[src/rtl/run_scan_ctrl.sv]
// ----------------------------------------------------------------------------
// run_scan_ctrl
//
// Session controller that takes parallel words over a valid/ready handshake
// and scans them MSB-first, one bit per clock, looking for runs of equal bits.
// Runs carry across word boundaries and across idle gaps between words. Every
// run that reaches the configured length is flagged on det_out and counted
// once on det_count (saturating).
//
// Ports:
//   clk          system clock, rising edge
//   nReset       asynchronous active-low reset
//   start        begin a session (sampled only while idle)
//   run_len_cfg  required run length, latched on start (values < 2 become 2)
//   word_valid   producer has a word
//   word_data    word to scan, MSB first
//   word_last    marks word_data as the final word of the session
//   word_ready   controller accepts a word this cycle
//   busy         session in progress (loading or shifting)
//   det_out      registered: current run length >= configured length
//   det_count    number of runs that reached the configured length
//   done         one-cycle pulse at the end of a session
// ----------------------------------------------------------------------------
module run_scan_ctrl #(
    parameter int W     = 8,
    parameter int CNT_W = 4,
    parameter int RL_W  = 4
) (
    input  logic             clk,
    input  logic             nReset,
    input  logic             start,
    input  logic [RL_W-1:0]  run_len_cfg,
    input  logic             word_valid,
    input  logic [W-1:0]     word_data,
    input  logic             word_last,
    output logic             word_ready,
    output logic             busy,
    output logic             det_out,
    output logic [CNT_W-1:0] det_count,
    output logic             done
);

    localparam int IDX_W = (W > 2) ? $clog2(W) : 1;

    typedef enum logic [1:0] {
        IDLE  = 2'd0,
        LOAD  = 2'd1,
        SHIFT = 2'd2,
        DONE  = 2'd3
    } state_t;

    state_t             state_q,     state_d;
    logic [RL_W-1:0]    cfg_q,       cfg_d;
    logic [W-1:0]       shreg_q,     shreg_d;
    logic               last_q,      last_d;
    logic [IDX_W-1:0]   idx_q,       idx_d;
    logic [RL_W-1:0]    run_q,       run_d;
    logic               prev_q,      prev_d;
    logic               first_q,     first_d;
    logic               det_out_q,   det_out_d;
    logic [CNT_W-1:0]   det_count_q, det_count_d;

    logic               bit_cur;
    logic [RL_W-1:0]    run_next;

    // NOTE: sequential state uses non-blocking assignments only, so every
    // register samples the pre-edge values computed by the combinational block.
    always_ff @(posedge clk or negedge nReset) begin
        if (!nReset) begin
            state_q     <= IDLE;
            cfg_q       <= RL_W'(2);
            shreg_q     <= '0;
            last_q      <= 1'b0;
            idx_q       <= '0;
            run_q       <= '0;
            prev_q      <= 1'b0;
            first_q     <= 1'b1;
            det_out_q   <= 1'b0;
            det_count_q <= '0;
        end else begin
            state_q     <= state_d;
            cfg_q       <= cfg_d;
            shreg_q     <= shreg_d;
            last_q      <= last_d;
            idx_q       <= idx_d;
            run_q       <= run_d;
            prev_q      <= prev_d;
            first_q     <= first_d;
            det_out_q   <= det_out_d;
            det_count_q <= det_count_d;
        end
    end

    always_comb begin
        // NOTE: every signal gets a hold/default value before the case so no
        // path through the block leaves one unassigned (no inferred latches).
        state_d     = state_q;
        cfg_d       = cfg_q;
        shreg_d     = shreg_q;
        last_d      = last_q;
        idx_d       = idx_q;
        run_d       = run_q;
        prev_d      = prev_q;
        first_d     = first_q;
        det_out_d   = det_out_q;
        det_count_d = det_count_q;
        bit_cur     = shreg_q[W-1];
        run_next    = run_q;

        case (state_q)
            IDLE: begin
                if (start) begin
                    // A run length below 2 would flag every single bit.
                    cfg_d       = (run_len_cfg < RL_W'(2)) ? RL_W'(2) : run_len_cfg;
                    det_count_d = '0;
                    det_out_d   = 1'b0;
                    run_d       = '0;
                    first_d     = 1'b1;
                    state_d     = LOAD;
                end
            end

            LOAD: begin
                if (word_valid) begin
                    shreg_d = word_data;
                    last_d  = word_last;
                    idx_d   = IDX_W'(W - 1);
                    state_d = SHIFT;
                end
            end

            SHIFT: begin
                // The run counter saturates at cfg so a long run cannot wrap
                // and re-trigger; run_q < cfg makes the count fire once per run.
                if (first_q || (bit_cur != prev_q)) begin
                    run_next = RL_W'(1);
                end else if (run_q >= cfg_q) begin
                    run_next = cfg_q;
                end else begin
                    run_next = run_q + RL_W'(1);
                end

                run_d     = run_next;
                prev_d    = bit_cur;
                first_d   = 1'b0;
                det_out_d = (run_next == cfg_q);

                if ((run_next == cfg_q) && (run_q < cfg_q) && (det_count_q != '1)) begin
                    det_count_d = det_count_q + CNT_W'(1);
                end

                shreg_d = {shreg_q[W-2:0], 1'b0};

                if (idx_q == '0) begin
                    state_d = last_q ? DONE : LOAD;
                end else begin
                    idx_d = idx_q - IDX_W'(1);
                end
            end

            DONE: begin
                state_d = IDLE;
            end

            default: begin
                state_d = IDLE;
            end
        endcase
    end

    assign word_ready = (state_q == LOAD);
    assign busy       = (state_q == LOAD) || (state_q == SHIFT);
    assign done       = (state_q == DONE);
    assign det_out    = det_out_q;
    assign det_count  = det_count_q;

endmodule

[config.mk]
export PLATFORM = sky130hd
export DESIGN_NAME = run_scan_ctrl
export DESIGN_NICKNAME = d
export VERILOG_FILES = /design/src/rtl/run_scan_ctrl.sv
export SDC_FILE = /design/constraint.sdc
export NUM_CORES = 1
export LEC_CHECK = 0
export ABC_AREA = 1
export CORE_ASPECT_RATIO = 1.1
export CORE_MARGIN = 10
export CORE_UTILIZATION = 54
export CTS_CLUSTER_SIZE = 28
export DETAILED_ROUTE_END_ITERATION = 8
export PLACE_DENSITY = 0.79
export SLEW_MARGIN = 30
export SYNTH_ARGS = -nofsm -noshare
export SYNTH_HDL_FRONTEND = slang
export SYNTH_SLANG_ARGS = --single-unit
[constraint.sdc]
create_clock -name clk -period 2.39 [get_ports clk]
set_clock_uncertainty 0.1 [all_clocks]
set_input_delay 0.5975 -clock clk [delete_from_list [all_inputs] [get_ports clk]]
set_output_delay 0.5975 -clock clk [all_outputs]
set_load 0.05 [all_outputs]
### Word-level counts from Yosys, hierarchy flattened

Index checks and enable logic that the tools add are counted.
W data, S select, Z words.

| word-level totals | value |
|---|---|
| word-level logic and storage cells | 64 |
| output and inout port bits | 8 |
| input bits | 17 |
| bits in registers | 29 |

| cells by class | value |
|---|---|
| eq/ne operators | 11 |
| magnitude comparators | 3 |
| $add $sub $neg | 3 |
| mux-type cells | 22 |
| reduce and logical (&&, ||, !) cells | 15 |

Operators with widths:

| kind | number |
|---|---|
| $mux W4 | 6 |
| $pmux W4 S2 | 2 |
| $pmux W8 S2 | 1 |
| $ne A2 B2 Y1 const B | 5 |
| $reduce_and A3 Y1 | 3 |
| $add A4 B1 Y4 const B | 2 |
| $mux W2 | 4 |
| $mux W8 | 1 |
| $pmux W2 S4 | 1 |
| $reduce_and A2 Y1 | 4 |
| $mux W3 | 2 |
| $pmux W3 S2 | 1 |
| $eq A2 B2 Y1 const B | 2 |
| $eq A4 B4 Y1 | 1 |
| $ge A4 B4 Y1 | 1 |
| $lt A4 B2 Y1 const B | 1 |
| $lt A4 B4 Y1 | 1 |
| $ne A4 B4 Y1 const B | 1 |
| $pmux W1 S2 | 2 |
| $reduce_bool A2 Y1 | 2 |
| $logic_not A3 Y1 | 1 |
| $sub A3 B1 Y3 const B | 1 |
| $eq A2 B1 Y1 const B | 1 |
| $logic_and A1 B1 Y1 | 2 |
| other kinds (4) | 6 |

### Longest topological paths before layout

Gate-level depths: netlist (run 1).

| depth | value |
|---|---|
| depth in word-level cells | 9 |
| mapped depth | 16 |
| depth with buffers taken out | 16 |

### Worst setup path before layout (run 1)

OpenSTA, ideal clock, no wires.

| path | value |
|---|---|
| path kind | flip-flop to flip-flop |
| start point | register cfg_q[1] |
| end point | register det_count_q[2] (netlist: det_count[2]) |
| setup time | 0.119 ns |
| arrival | 1.829 ns |
| buffers on the path | 0 |
| stages on the path, launching flop included | 15 |
| data required time | 2.171 ns |
| slack | 0.342 ns |
| period minus slack after synthesis | 2.048 ns |
| cell sequence | dfstp_2 inv_1 ha_1 nand2_1 nand2_1 nand2_2 nand3_2 nand2_1 nand3_1 nand2_1 nand2_2 nor2_4 nand3_4 nand3_1 nand2_1 |

| on the way | value |
|---|---|
| cells in the longest elaborated chain, start to end | 9 |
| elaborated cells on any way between the ends | 10 |

Ends and longest elaborated chain:

| item | line | source |
|---|---|---|
| from (decl) | 53 | `logic [RL_W-1:0] cfg_q, cfg_d;` |
| from (signal assigned) | 82 | `cfg_q <= cfg_d;` |
| $ge A4 B4 Y1 | 137 | `end else if (run_q >= cfg_q) begin` |
| $mux W4 | 137 |  |
| $mux W4 | 135 | `if (first_q \|\| (bit_cur != prev_q)) begin` |
| $mux W4 | 110 | `case (state_q)` |
| $eq A4 B4 Y1 | 148 | `if ((run_next == cfg_q) && (run_q < cfg_q) && (det_count_q != '1)) begin` |
| $logic_and A1 B1 Y1 * (2 in a row) | 148 |  |
| $ne A2 B2 Y1 (no line) * | - |  |
| $reduce_and A3 Y1 (no line) * | - |  |
| to (signal assigned) | 90 | `det_count_q <= det_count_d;` |
| to (decl) | 61 | `logic [CNT_W-1:0] det_count_q, det_count_d;` |

Every way passes the cells marked *; elsewhere a longest branch is shown, timed or not. The select of a mux whose other input is x is not followed.
A chain may end at the register's enable or synchronous reset.

### Worst setup path in the final report (run 1)

| path | value |
|---|---|
| start point | register det_count_q[2] (netlist: det_count[2]) |
| end point | output det_count[2] |

RTL lines:

| item | line | source |
|---|---|---|
| to (decl) | 39 | `output logic [CNT_W-1:0] det_count,` |

No word-level cell between the ends.

==> results of run 1 <==
cells in the final DEF (no fill, tap or decap):
master	instances
inv_1	26
xnor2_1	1
a22o_1	1
nor2_1	17
nor3_4	1
clkbuf_4	5
mux2_1	1
nand4_1	9
nand2_4	2
a21oi_4	1
buf_4	4
o22ai_1	2
bufinv_16	2
a21oi_1	4
a31oi_1	8
nand3_1	11
o311ai_0	1
nand2_2	3
o21ai_1	3
a311oi_2	1
buf_12	1
nor3_1	1
dfrtp_1	27
o21ai_2	2
clkdlybuf4s50_1	21
inv_4	2
nand3_4	2
nand3_2	1
nor2_4	1
nand2_1	52
xor2_1	1
clkinv_2	1
inv_2	3
a22oi_1	2
o21ai_0	9
nor2_2	2
dfstp_2	2
ha_1	13
logic make-up after synthesis:
family,Yosys count,share of synthesized area
AND/OR/NAND/NOR,102,0.277
AO/OA/AOI/OAI,34,0.127
buffers and inverters,34,0.0771
flip-flops,29,0.412
adder cells (fa/ha/maj),13,0.0919
XOR/XNOR,2,0.00990
multiplexers,1,0.00636
state kept, by name, summed over array words and instances, names as in the netlist:
register / flops
det_out: 1
prev_q: 1
idx_q: 3
state_q: 2
run_q: 4
cfg_q: 4
shreg_q: 8
det_count: 4
last_q: 1
first_q: 1
where the power goes:
part           internal (uW)  leakage [uW]  total (uW)  switching, uW
sequential               722      0.000350         888            166
combinational            712      0.000667        2050           1330
clock                    324     0.0000552         506            182
total                   1760       0.00107        3440           1680
cell type report:
cell class,instances,area share
multi-input cells,152,0.422
flip-flops and latches,29,0.335
repair buffers,26,0.120
inverters,31,0.0559
clock inverters,3,0.0300
well taps,34,0.0196
clock buffers,5,0.0173
stage by stage:
stage | hold WS [ns] | std cells | total power, uW | worst slack (ns)
2_1_floorplan | 0.202 | 215 | 2440 | 0.342
3_3_place_gp | 0.366 | 272 | 2840 | 0.191
3_5_place_dp | 0.375 | 272 | 2860 | 0.200
4_1_cts | 0.398 | 280 | 3390 | 0.0501
5_1_grt | 0.417 | 280 | 3740 | 0.00694
6_report | 0.400 | 280 | 3440 | 0.0730
how the worst min path moves through the flow:
stage	start	to
after floorplan	nReset	cfg_q[0]
after global placement	det_out	det_out
after detailed placement	det_out	det_out
after CTS	det_out	det_out
after global routing	det_out	det_out
final	det_out	det_out
per-layer routing:
layer	global-route usage	vias to the layer above
li1	-	774
met1	0.144	663
met2	0.207	33
met3	0.0510	4
met4	0.0492	0
met5	0	-
what timing repair did:
action,CTS,global route
resized for setup,0,2
buffers inserted,0,0
endpoints found under the setup margin,0,4
hold buffers,0,0
==> results.json, run 1 <==
{
  "outcome": "finished clean",
  "antenna_found_initial": 0,
  "gp_congestion": 0.884,
  "syn_area_per_cell_um2": 8.23,
  "area_growth_pct": 22.8,
  "rows": 21,
  "nNetsFinal": 275,
  "worstPathArrival_ns": 1.62,
  "cap_violations": 0,
  "synth.most_common_cell": "nand2_1",
  "critPathBufInv": 1,
  "cts-root-buf": "clkbuf_4",
  "drc_errors": 0,
  "vdd_drop_max_mv": 1.17,
  "cts.sinks": 29,
  "htree_num_levels": 2,
  "io_buffers": 24,
  "grt_usage": 0.127,
  "crit_fanout": 5,
  "dpl.hpwl_um": 2660,
  "clock_latency_ns": 0.33,
  "start_util": 0.571,
  "reg2reg_from": "cfg_q[1]",
  "fin_area_um2": 2170,
  "hold_viol": 0,
  "first_pass_iters": 4,
  "r2r_slack_ns": 0.15,
  "wl_met1_um": 1650,
  "dieArea_um2": 5970,
  "final.min_clock_period_ns": 2.32,
  "cp_slowest_cell": "clkdlybuf4s50_1",
  "leakagePower_uw": 0.00107,
  "clk_pin_slew_worst_paths_ns": 0.09,
  "cts_tree": "built",
  "numCtsBuffers": 5,
  "yosys.cell_types.count": 34,
  "slew_viol_final": 0,
  "drt_iter0_drc": 84,
  "crit_chain": "clkdlybuf4s50_1",
  "placed_cell_area_um2": 2060,
  "hold_depth": 2,
  "wl_per_cell_um": 13.0,
  "crit_cells": 1,
  "tns_ns": 0,
  "regArea_um2": 728,
  "synth_top_area_frac": 0.382,
  "finalSetupViolations": 0,
  "overflow": 0,
  "syn_inst": 215,
  "synth-async-reset-ratio": 1.00,
  "synth_common_cells": "nand2_1, dfrtp_1, inv_1",
  "critPathLaunch": "det_count[2]",
  "yosys-top-cells-area": "dfrtp_1, nand2_1, ha_1, inv_1, nor2_1",
  "vias": 1474,
  "worst-r2r-cell-count": 14,
  "crit_type": "register to primary output",
  "setup.worst_path.end_class": "primary output",
  "die_width_um": 74.6,
  "tightestPinTransition_ns": 0.678,
  "seq_area_frac_synth": 0.412,
  "multi_input_area_um2": 917,
  "p_per_area_nw_per_um2": 1580,
  "grt_pass1_wl_um": 5920,
  "endpoint": "det_count[2]",
  "wl_met2_um": 1730,
  "grt_max_degree": 30,
  "start_kind": "register",
  "netlist_area_um2": 1770,
  "dieHeight_um": 80.0,
  "layout-drive-gt1-share": 0.146,
  "core_area_um2": 3100,
  "synth_ff_type": "dfrtp_1",
  "postLayoutCoreUtil": 0.701,
  "ys_ff_latch": 29,
  "ios": 25,
  "yosysWarningCount": 0,
  "antenna_cells": 0,
  "grt_pass1_vias": 1374,
  "viasPerCell": 5.26,
  "fmax_mhz": 432,
  "nFillCells": 260,
  "rsz0062_at_grt": "no",
  "highest_layer": "met4",
  "critPathTopFamily": "buffers and inverters",
  "wl_um": 3640,
  "critPathMaxStageDelay_ns": 0.84,
  "syn_nets": 245,
  "post-synth-top-area-cell": "dfrtp_1",
  "max-clock-path-buffers": 2,
  "detail-route-antenna-nets": 0,
  "hold_class": "register to register",
  "synth-edff-count": 0,
  "slew_headroom": 0.548,
  "r2r-end": "det_count[1]",
  "wl_met3_um": 221,
  "post-route-period-util": 0.969,
  "cp_data_required_time_ns": 1.69
}
No activity file was read; power rests on OpenSTA's default activity.
==> inputs of run 2 (changes only) <==
--- a/config.mk
+++ b/config.mk
@@ -11,6 +11,7 @@
 export CORE_UTILIZATION = 54
 export CTS_CLUSTER_SIZE = 28
 export DETAILED_ROUTE_END_ITERATION = 8
+export MAX_ROUTING_LAYER = met4
 export PLACE_DENSITY = 0.79
 export SLEW_MARGIN = 30
 export SYNTH_ARGS = -nofsm -noshare
==> run 2 against run 1 <==
  * Sequential cell count unchanged
  * Critical path type unchanged
  * Sequential power barely moved
  * Cell count stayed put
  * First-iteration DRC count grew 40%
  * Non-clock buffer count is the same
  * Final area decreased by 2.7%
  * Sequential share of layout area up 0.93 points
  * Global-route usage rose by 1.1 points
  * Wire length fell by 3.7%
  * Critical path depth unchanged
  * Clock power is 45% lower
  * Register-to-register slack gained 0.06 ns
==> results.json, run 2 (same netlist as run 1, synthesis figures left out) <==
{
  "outcome": "finished clean",
  "crit_fanout": 5,
  "ctsResizeCount": 0,
  "start_util": 0.571,
  "tightestPinTransition_ns": 0.650,
  "grt_usage": 0.138,
  "wl_met3_um": 151,
  "antenna_cells": 0,
  "multi_input_area_um2": 912,
  "first_pass_iters": 4,
  "cp_data_required_time_ns": 1.69,
  "die_width_um": 74.6,
  "final.min_clock_period_ns": 2.30,
  "fmax_mhz": 435,
  "grt_pass1_wl_um": 6330,
  "numCtsBuffers": 5,
  "clk_pin_slew_worst_paths_ns": 0.09,
  "htree_num_levels": 2,
  "wl_met2_um": 1670,
  "detail-route-antenna-nets": 0,
  "nFillCells": 268,
  "mostFrequentLayoutCell": "nand2_1",
  "setup.worst_path.end_class": "primary output",
  "grt_max_degree": 30,
  "max_flop_register": "shreg_q",
  "highest_layer": "met4",
  "vias": 1481,
  "cts.sinks": 29,
  "area_growth_pct": 19.4,
  "finalSetupViolations": 0,
  "cts_hold_buf": 0,
  "wl_met1_um": 1610,
  "nNetsFinal": 275,
  "ios": 25,
  "drc_errors": 0,
  "post-route-period-util": 0.962,
  "cp_slowest_cell": "clkdlybuf4s50_1",
  "antenna_found_initial": 0,
  "fin_area_um2": 2110,
  "crit_type": "register to primary output",
  "pre_cts_ws_ns": 0.181,
  "viasPerCell": 5.29,
  "max-clock-path-buffers": 2,
  "overflow": 0,
  "dpl.hpwl_um": 2700,
  "cap_violations": 0,
  "leakagePower_uw": 0.00104,
  "placed_cell_area_um2": 2060,
  "hold_viol": 0,
  "clock_latency_ns": 0.33,
  "wl_per_cell_um": 12.5,
  "layout-drive-gt1-share": 0.134,
  "gp_congestion": 0.940,
  "core_area_um2": 3100,
  "slew_headroom": 0.567,
  "largest_reg_flops": 8,
  "rsz0062_at_grt": "no",
  "worstPathArrival_ns": 1.60,
  "vdd_drop_max_mv": 1.21,
  "dieHeight_um": 80.0,
  "tns_ns": 0,
  "grt_pass1_vias": 1450,
  "fin_ws_ns": 0.0906,
  "cts-root-buf": "clkbuf_4",
  "crit_chain": "clkdlybuf4s50_1",
  "dieArea_um2": 5970,
  "slew_viol_final": 0,
  "drt_iter0_drc": 118,
  "regArea_um2": 728,
  "critPathMaxStageDelay_ns": 0.84,
  "wl_um": 3500,
  "critPathBufInv": 1,
  "critPathTopFamily": "buffers and inverters",
  "start_kind": "register",
  "postCtsSetupRepairBufs": 0,
  "rows": 21,
  "hold_class": "register to register",
  "io_buffers": 24,
  "p_per_area_nw_per_um2": 1500,
  "mostFrequentLayoutCells": "nand2_1, dfrtp_1, inv_1, clkdlybuf4s50_1, nor2_1",
  "cts_tree": "built"
}
-- run 2: power by group --
group          internal, uW  leakage, uW  switching (uW)  total (uW)
logic                   704     0.000661            1290        1990
registers               722     0.000350             168         891
clock network           117    0.0000265             163         280
-- run 2: metal layers --
layer,global-route usage,vias up
met5,-,-
met4,0.0568,0
met3,0.0410,7
met2,0.214,24
met1,0.162,674
li1,-,776
-- run 2: area by class of cell --
type / instances / share of cell area
Timing Repair Buffer: 26 / 0.123
Sequential cell: 29 / 0.345
Inverter: 31 / 0.0574
Tap cell: 34 / 0.0201
Clock buffer: 8 / 0.0231
Multi-Input combinational cell: 152 / 0.432
-- run 2: path summary, 6_finish.rpt --
kind,startpoint,end,slack [ns],cells after the start
max,det_count[2],det_count[2],0.09,1
min,det_out,det_out,0.39,2
max reg2reg,cfg_q[1],det_count[2],0.21,15
min reg2reg,det_out,det_out,0.39,2
max in group asynchronous,nReset,first_q,1.33,2
min in group asynchronous,nReset,cfg_q[2],0.54,2
-- run 2: stage by stage --
step	util	power, uW	cells	hold WS, ns
after floorplan	-	2440	215	0.202
after global placement	0.663	2840	272	0.365
after detailed placement	0.663	2860	272	0.374
after CTS	0.679	3160	280	0.397
after global routing	0.682	3510	280	0.422
final	0.682	3160	280	0.392
-- run 2: worst reg2reg max path, delay by kind of cell (launching register included) --
kind                     cells  cell delay (ns)
adder cells (fa/ha/maj)      1             0.31
buffers and inverters        1             0.07
flip-flops                   1             0.53
AND/OR/NAND/NOR             13             1.11
==> patch 1, RTL diff (flow settings as in run 2) <==
The parameter `W` goes from 8 to 16.
--- a/src/rtl/run_scan_ctrl.sv
+++ b/src/rtl/run_scan_ctrl.sv
@@ -22,7 +22,7 @@
 //   done         one-cycle pulse at the end of a session
 // ----------------------------------------------------------------------------
 module run_scan_ctrl #(
-    parameter int W     = 8,
+    parameter int W     = 16,
     parameter int CNT_W = 4,
     parameter int RL_W  = 4
 ) (
Ports: changed (resized word_data); port bits go from 25 to 33. No check against the original RTL was run, so the function may have changed too.
==> patch 1 against run 2 <==
Synthesized area rose by 22%; core utilization grew 0.61 points; cell area rose by 28%; largest power group unchanged; total power up 17%; sequential cell count is 9 higher; critical endpoint unchanged; wire length grew 32%; setup slack got worse by 24 ps; largest cell class unchanged; non-clock buffer count grew 13.
==> patch 1: results (changes against run 2) <==
| Metric | Value |
|---|---|
| WL met2 | 2.43 mm (was 1.67 mm) |
| Worst R2R Path Depth | 14 (was 15) |
| Status | completed (unchanged) |
| First-pass GRT wire length | 8.05 mm (was 6.33 mm) |
| Placed Area | 0.00259 sq mm (was 0.00206 sq mm) |
| Pre-CTS WS | 150 ps (was 181 ps) |
| Hold/Removal Path Class | in2async (was reg2reg) |
| Worst-Skew Late Latency | 280 ps (was 330 ps) |
| Buffers on Ports | 32 (was 24) |
| Placed Cells incl. Taps | 351 (was 272) |
| CTS Root Cell | clkbuf_8 (was clkbuf_4) |
| GR Util met1 | 14.7% (was 16.2%) |
| Worst Path Max Fanout | 5 (unchanged) |
| WL met1 | 1.90 mm (was 1.61 mm) |
| Post-Route WL | 4.62 mm (was 3.50 mm) |
| Clock-pin slew on the worst setup and hold paths | 70 ps (was 90 ps) |
| Largest net degree at the start of global routing | 34 (was 30) |
| Synth top area cells | dfrtp_1 42%, nand2_1 13%, ha_1 6.9% (was dfrtp_1 38%, nand2_1 11%, ha_1 9.2%) |
| Post-synthesis sequential area ratio | 44.0% (was 41.2%) |
| Post-synthesis instance total | 268 (was 215) |
| List of most frequent post-synthesis cells | 75 x nand2_1, 36 x dfrtp_1, 27 x inv_1 (was 52 x nand2_1, 27 x dfrtp_1, 26 x inv_1) |
| Number of flip-flops in the largest register | 16 (was 8) |
| Syn_nets | 305 (was 245) |
| Minimum clock period after layout | 2320 ps (was 2300 ps) |
| DR vias | 1904 (was 1481) |
| DRT iter0 DRCs | 123 (was 118) |
| Slowest cell delay on critical path | 860 ps (was 840 ps) |
| Maximum VDD drop | 0.792 mV (was 1.21 mV) |
| # nets final | 343 (was 275) |
| Leak | 1.29 nW (was 1.04 nW) |
| Layout cell share with drive strength beyond 1 | 12.1% (was 13.4%) |
| Total track usage | 14.6% (was 13.8%) |
| Crit-path leading delay family | buffers and inverters (unchanged) |
| Routability cong. | 0.979 (was 0.940) |
| Reg-to-Reg End | det_count[3] (was det_count[2]) |
| Hold slack | 147 ps (was 392 ps) |
| GR Layer Usage met2 | 25.4% (was 21.4%) |
| Library cells used by synthesis | 33 (was 34) |
| WL per Instance | 12.9 microns (was 12.5 microns) |
| Dpl hpwl | 3.61 mm (was 2.70 mm) |
| Yosys warns | 0 (unchanged) |
| DR WL met3 | 202 microns (was 151 microns) |
| GR Util met3 | 4.35% (was 4.10%) |
| CP Data Arrival Time | 1630 ps (was 1600 ps) |
| Worst Tran Pin Value | 506 ps (was 650 ps) |
| Vias in the first global route | 1978 (was 1450) |
==> patch 1: cell types whose count changed after synthesis, moves of 2 or more <==
| cell | run 2 | this run |
|---|---|---|
| a22oi_1 | 2 | 0 |
| a31oi_1 | 8 | 16 |
| clkbuf_1 | 2 | 7 |
| dfrtp_1 | 27 | 36 |
| inv_4 | 2 | 0 |
| nand2_1 | 52 | 75 |
| nand2_2 | 4 | 0 |
| nand3_1 | 11 | 14 |
| nand4_1 | 9 | 11 |
| nor2_1 | 17 | 23 |
| o21ai_0 | 9 | 12 |
| o21ai_2 | 2 | 0 |
==> patch 1: worst max path at each step <==
stage	start	endpoint	depth (start not counted)
6_report	det_count[2]	det_count[2]	1
5_1_grt	cfg_q[3]	det_count[1]	13
4_1_cts	det_count[2]	det_count[2]	1
3_5_place_dp	cfg_q[1]	det_count[3]	14
3_3_place_gp	cfg_q[1]	det_count[1]	14
2_1_floorplan	cfg_q[1]	det_count[2]	14
==> patch 1: report_power, final <==
group | internal [mW] | switching [mW]
registers | 0.929 | 0.190
clock network | 0.334 | 0.215
logic | 0.749 | 1.27
==> patch 1: cell families after synthesis <==
kind of cell | count (synthesis) | synth area share (%)
AO/OA/AOI/OAI | 44 | 13.0
AND/OR/NAND/NOR | 132 | 27.8
flip-flops | 38 | 44.0
buffers and inverters | 39 | 6.93
XOR/XNOR | 2 | 0.808
adder cells (fa/ha/maj) | 12 | 6.93
multiplexers | 1 | 0.520
==> patch 1: final cells by class <==
type | instances | area (sq um)
clock buffers | 6 | 82.6
clock inverters | 1 | 30.0
fillers | 341 | 1230
inverters | 31 | 116
multi-input cells | 191 | 1070
flip-flops and latches | 38 | 953
well taps | 52 | 65.1
repair buffers | 39 | 385
==> patch 2, RTL diff (config.mk and constraints of run 2) <==
Without the edit above. Re-encode `state_t` (4 states) as one-hot, 4 bits wide.
--- a/src/rtl/run_scan_ctrl.sv
+++ b/src/rtl/run_scan_ctrl.sv
@@ -42,11 +42,11 @@
 
     localparam int IDX_W = (W > 2) ? $clog2(W) : 1;
 
-    typedef enum logic [1:0] {
-        IDLE  = 2'd0,
-        LOAD  = 2'd1,
-        SHIFT = 2'd2,
-        DONE  = 2'd3
+    typedef enum logic [3:0] {
+        IDLE  = 4'b0001,
+        LOAD  = 4'b0010,
+        SHIFT = 4'b0100,
+        DONE  = 4'b1000
     } state_t;
 
     state_t             state_q,     state_d;
Formal check against the unedited RTL: no difference found for any inputs over 10 cycles, from zero or initial values and one cycle with nReset low; not proved beyond that.
==> patch 2 against run 2 <==
Sequential cell count grew 2; total power shrank 28%; synthesized area rose by 1.6%; sequential share of layout area is 1.2 points higher; cell area increased by 3.6%; wire length grew 9.3%; register-to-register slack worse by 50 ps; setup slack better by 18 ps; critical path depth stayed put; critical endpoint is now det_count[0].
==> patch 2: results (changes against run 2) <==
| Metric | Value |
|---|---|
| WL met2 | 1.91 mm (was 1.67 mm) |
| R2R Path Start | cfg_q[1] (unchanged) |
| Status | completed (unchanged) |
| Slowest cell delay on critical path | 840 ps (about the same) |
| CP max stage cell | clkdlybuf4s50_1 (unchanged) |
| N_diodes | 0 (unchanged) |
| First-pass GRT wire length | 6.77 mm (was 6.33 mm) |
| Synth top area cells | dfrtp_1 39%, nand2_1 7.5%, ha_1 5.6% (was dfrtp_1 38%, nand2_1 11%, ha_1 9.2%) |
| Post-synthesis instance total | 214 (was 215) |
| Routability cong. | 0.954 (was 0.940) |
| Largest reg by FF count | shreg_q (unchanged) |
| DR WL met3 | 223 microns (was 151 microns) |
| Placed Area | 0.00211 sq mm (was 0.00206 sq mm) |
| Syn_nets | 239 (was 245) |
| Buffers on Ports | 24 (unchanged) |
| H-tree levels | 2 (unchanged) |
| Slew Viols, Final | 0 (unchanged) |
| Yosys warns | 0 (unchanged) |
| Hold Path End | first_q (was det_out) |
| Dpl hpwl | 2.87 mm (was 2.70 mm) |
| TritonRoute pass-1 iters | 4 (unchanged) |
| Worst R2R Path Depth | 14 (was 15) |
| List of most frequent post-synthesis cells | 36 x nand2_1, 28 x dfrtp_1, 24 x nor2_1 (was 52 x nand2_1, 27 x dfrtp_1, 26 x inv_1) |
| WL per Instance | 13.5 microns (was 12.5 microns) |
| Worst Path Max Fanout | 5 (unchanged) |
| Worst-Skew Late Latency | 320 ps |
| DR vias/cell | 5.46 (was 5.29) |
| Maximum VDD drop | 0.721 mV (was 1.21 mV) |
| Leak | 1.07 nW (was 1.04 nW) |
| CTS buffer count | 5 (unchanged) |
| Total track usage | 14.4% (was 13.8%) |
| Largest net degree at the start of global routing | 32 (was 30) |
| R2R setup slack | 160 ps (was 210 ps) |
| Worst Tran Pin Value | 497 ps (was 650 ps) |
| # nets final | 273 (was 275) |
| Number of flip-flops in the largest register | 8 (unchanged) |
| Crit-path leading delay family | buffers and inverters (unchanged) |
| Hold depth | 2 (unchanged) |
| CTS Root Cell | clkbuf_4 (unchanged) |
| Layout cell share with drive strength beyond 1 | 18.5% (was 13.4%) |
| Vias in the first global route | 1488 (was 1450) |
| Initial antenna violation count | 0 (unchanged) |
| Hold/Removal Path Class | reg2reg (unchanged) |
| Post-synthesis sequential area ratio | 43.4% (was 41.2%) |
| Dominant synthesized flop cell | dfrtp_1 (unchanged) |
| Clock-pin slew on the worst setup and hold paths | 90 ps (about the same) |
| Synth async-reset ratio | 100% (unchanged) |
| Hold slack | 394 ps (was 392 ps) |
| Post-Route WL | 3.83 mm (was 3.50 mm) |
| Buffer levels on the longest clock path | 2 (unchanged) |
| WL met1 | 1.64 mm (was 1.61 mm) |
| Reg-to-Reg End | det_count[2] (unchanged) |
| Library cells used by synthesis | 37 (was 34) |
| HP Start | first_q (was det_out) |
| Highest Signal Layer | met4 (unchanged) |
| DRT iter0 DRCs | 101 (was 118) |
patch 2: cell count changes in the layout (fill, tap and decap cells not counted), sizes merged, moves of 3 or more:
cell    before  now
clkinv       0    3
a31oi        8    0
nor2        20   28
buf          5    9
nand2       57   43
ha          13    8
nor3         2   15
patch 2: worst max path at each step:
| stage | cells after the start | startpoint | to | slack (ps) |
|---|---|---|---|---|
| 6_report | 1 | det_count[0] | det_count[0] | 110 |
| 2_1_floorplan | 5 | state_q[2] | busy | 160 |
| 3_5_place_dp | 14 | cfg_q[1] | det_count[2] | 210 |
| 5_1_grt | 15 | cfg_q[1] | det_count[2] | -3 |
| 4_1_cts | 1 | det_count[0] | det_count[0] | 90 |
| 3_3_place_gp | 14 | cfg_q[1] | det_count[1] | 280 |
patch 2: logic make-up (layout without fill, tap and decap cells):
| group | count (synthesis) | in the layout | synth area share [%] |
|---|---|---|---|
| adder cells (fa/ha/maj) | 8 | 8 | 5.57 |
| buffers and inverters | 35 | 70 | 7.93 |
| AO/OA/AOI/OAI | 26 | 26 | 9.19 |
| multiplexers | 1 | 1 | 0.626 |
| AND/OR/NAND/NOR | 112 | 112 | 32.8 |
| XOR/XNOR | 1 | 1 | 0.487 |
| flip-flops | 31 | 31 | 43.4 |
patch 2: stage by stage:
step	setup slack [ps]	setup TNS, ps
after floorplan	164	0
after global placement	277	0
after detailed placement	206	0
after CTS	93.7	0
after global routing	-2.77	-2.77
final	108	0
patch 2: area by class of cell:
cell class / instances / area [sq um]
Clock buffer: 7 / 45.0
Clock inverter: 1 / 5.00
Fill cell: 257 / 938
Inverter: 32 / 124
Multi-Input combinational cell: 148 / 890
Sequential cell: 31 / 779
Tap cell: 34 / 42.5
Timing Repair Buffer: 30 / 303
patch 2: repair_timing:
action                     4_1_cts  5_1_grt
buffers inserted                 0        3
gates resized for setup          0        1
setup endpoints to repair        0        3
patch 2: report_power, final:
| part | switching (mW) | internal [mW] |
|---|---|---|
| Sequential | 0.123 | 0.711 |
| Clock | 0.173 | 0.115 |
| Combinational | 0.730 | 0.439 |
| Total | 1.03 | 1.26 |
patch 2: per-layer routing:
metal	global-route usage [%]	vias to the layer above
li1	-	778
met1	17.3	707
met2	22.6	55
met3	4.06	6
met4	4.55	0
met5	-	-
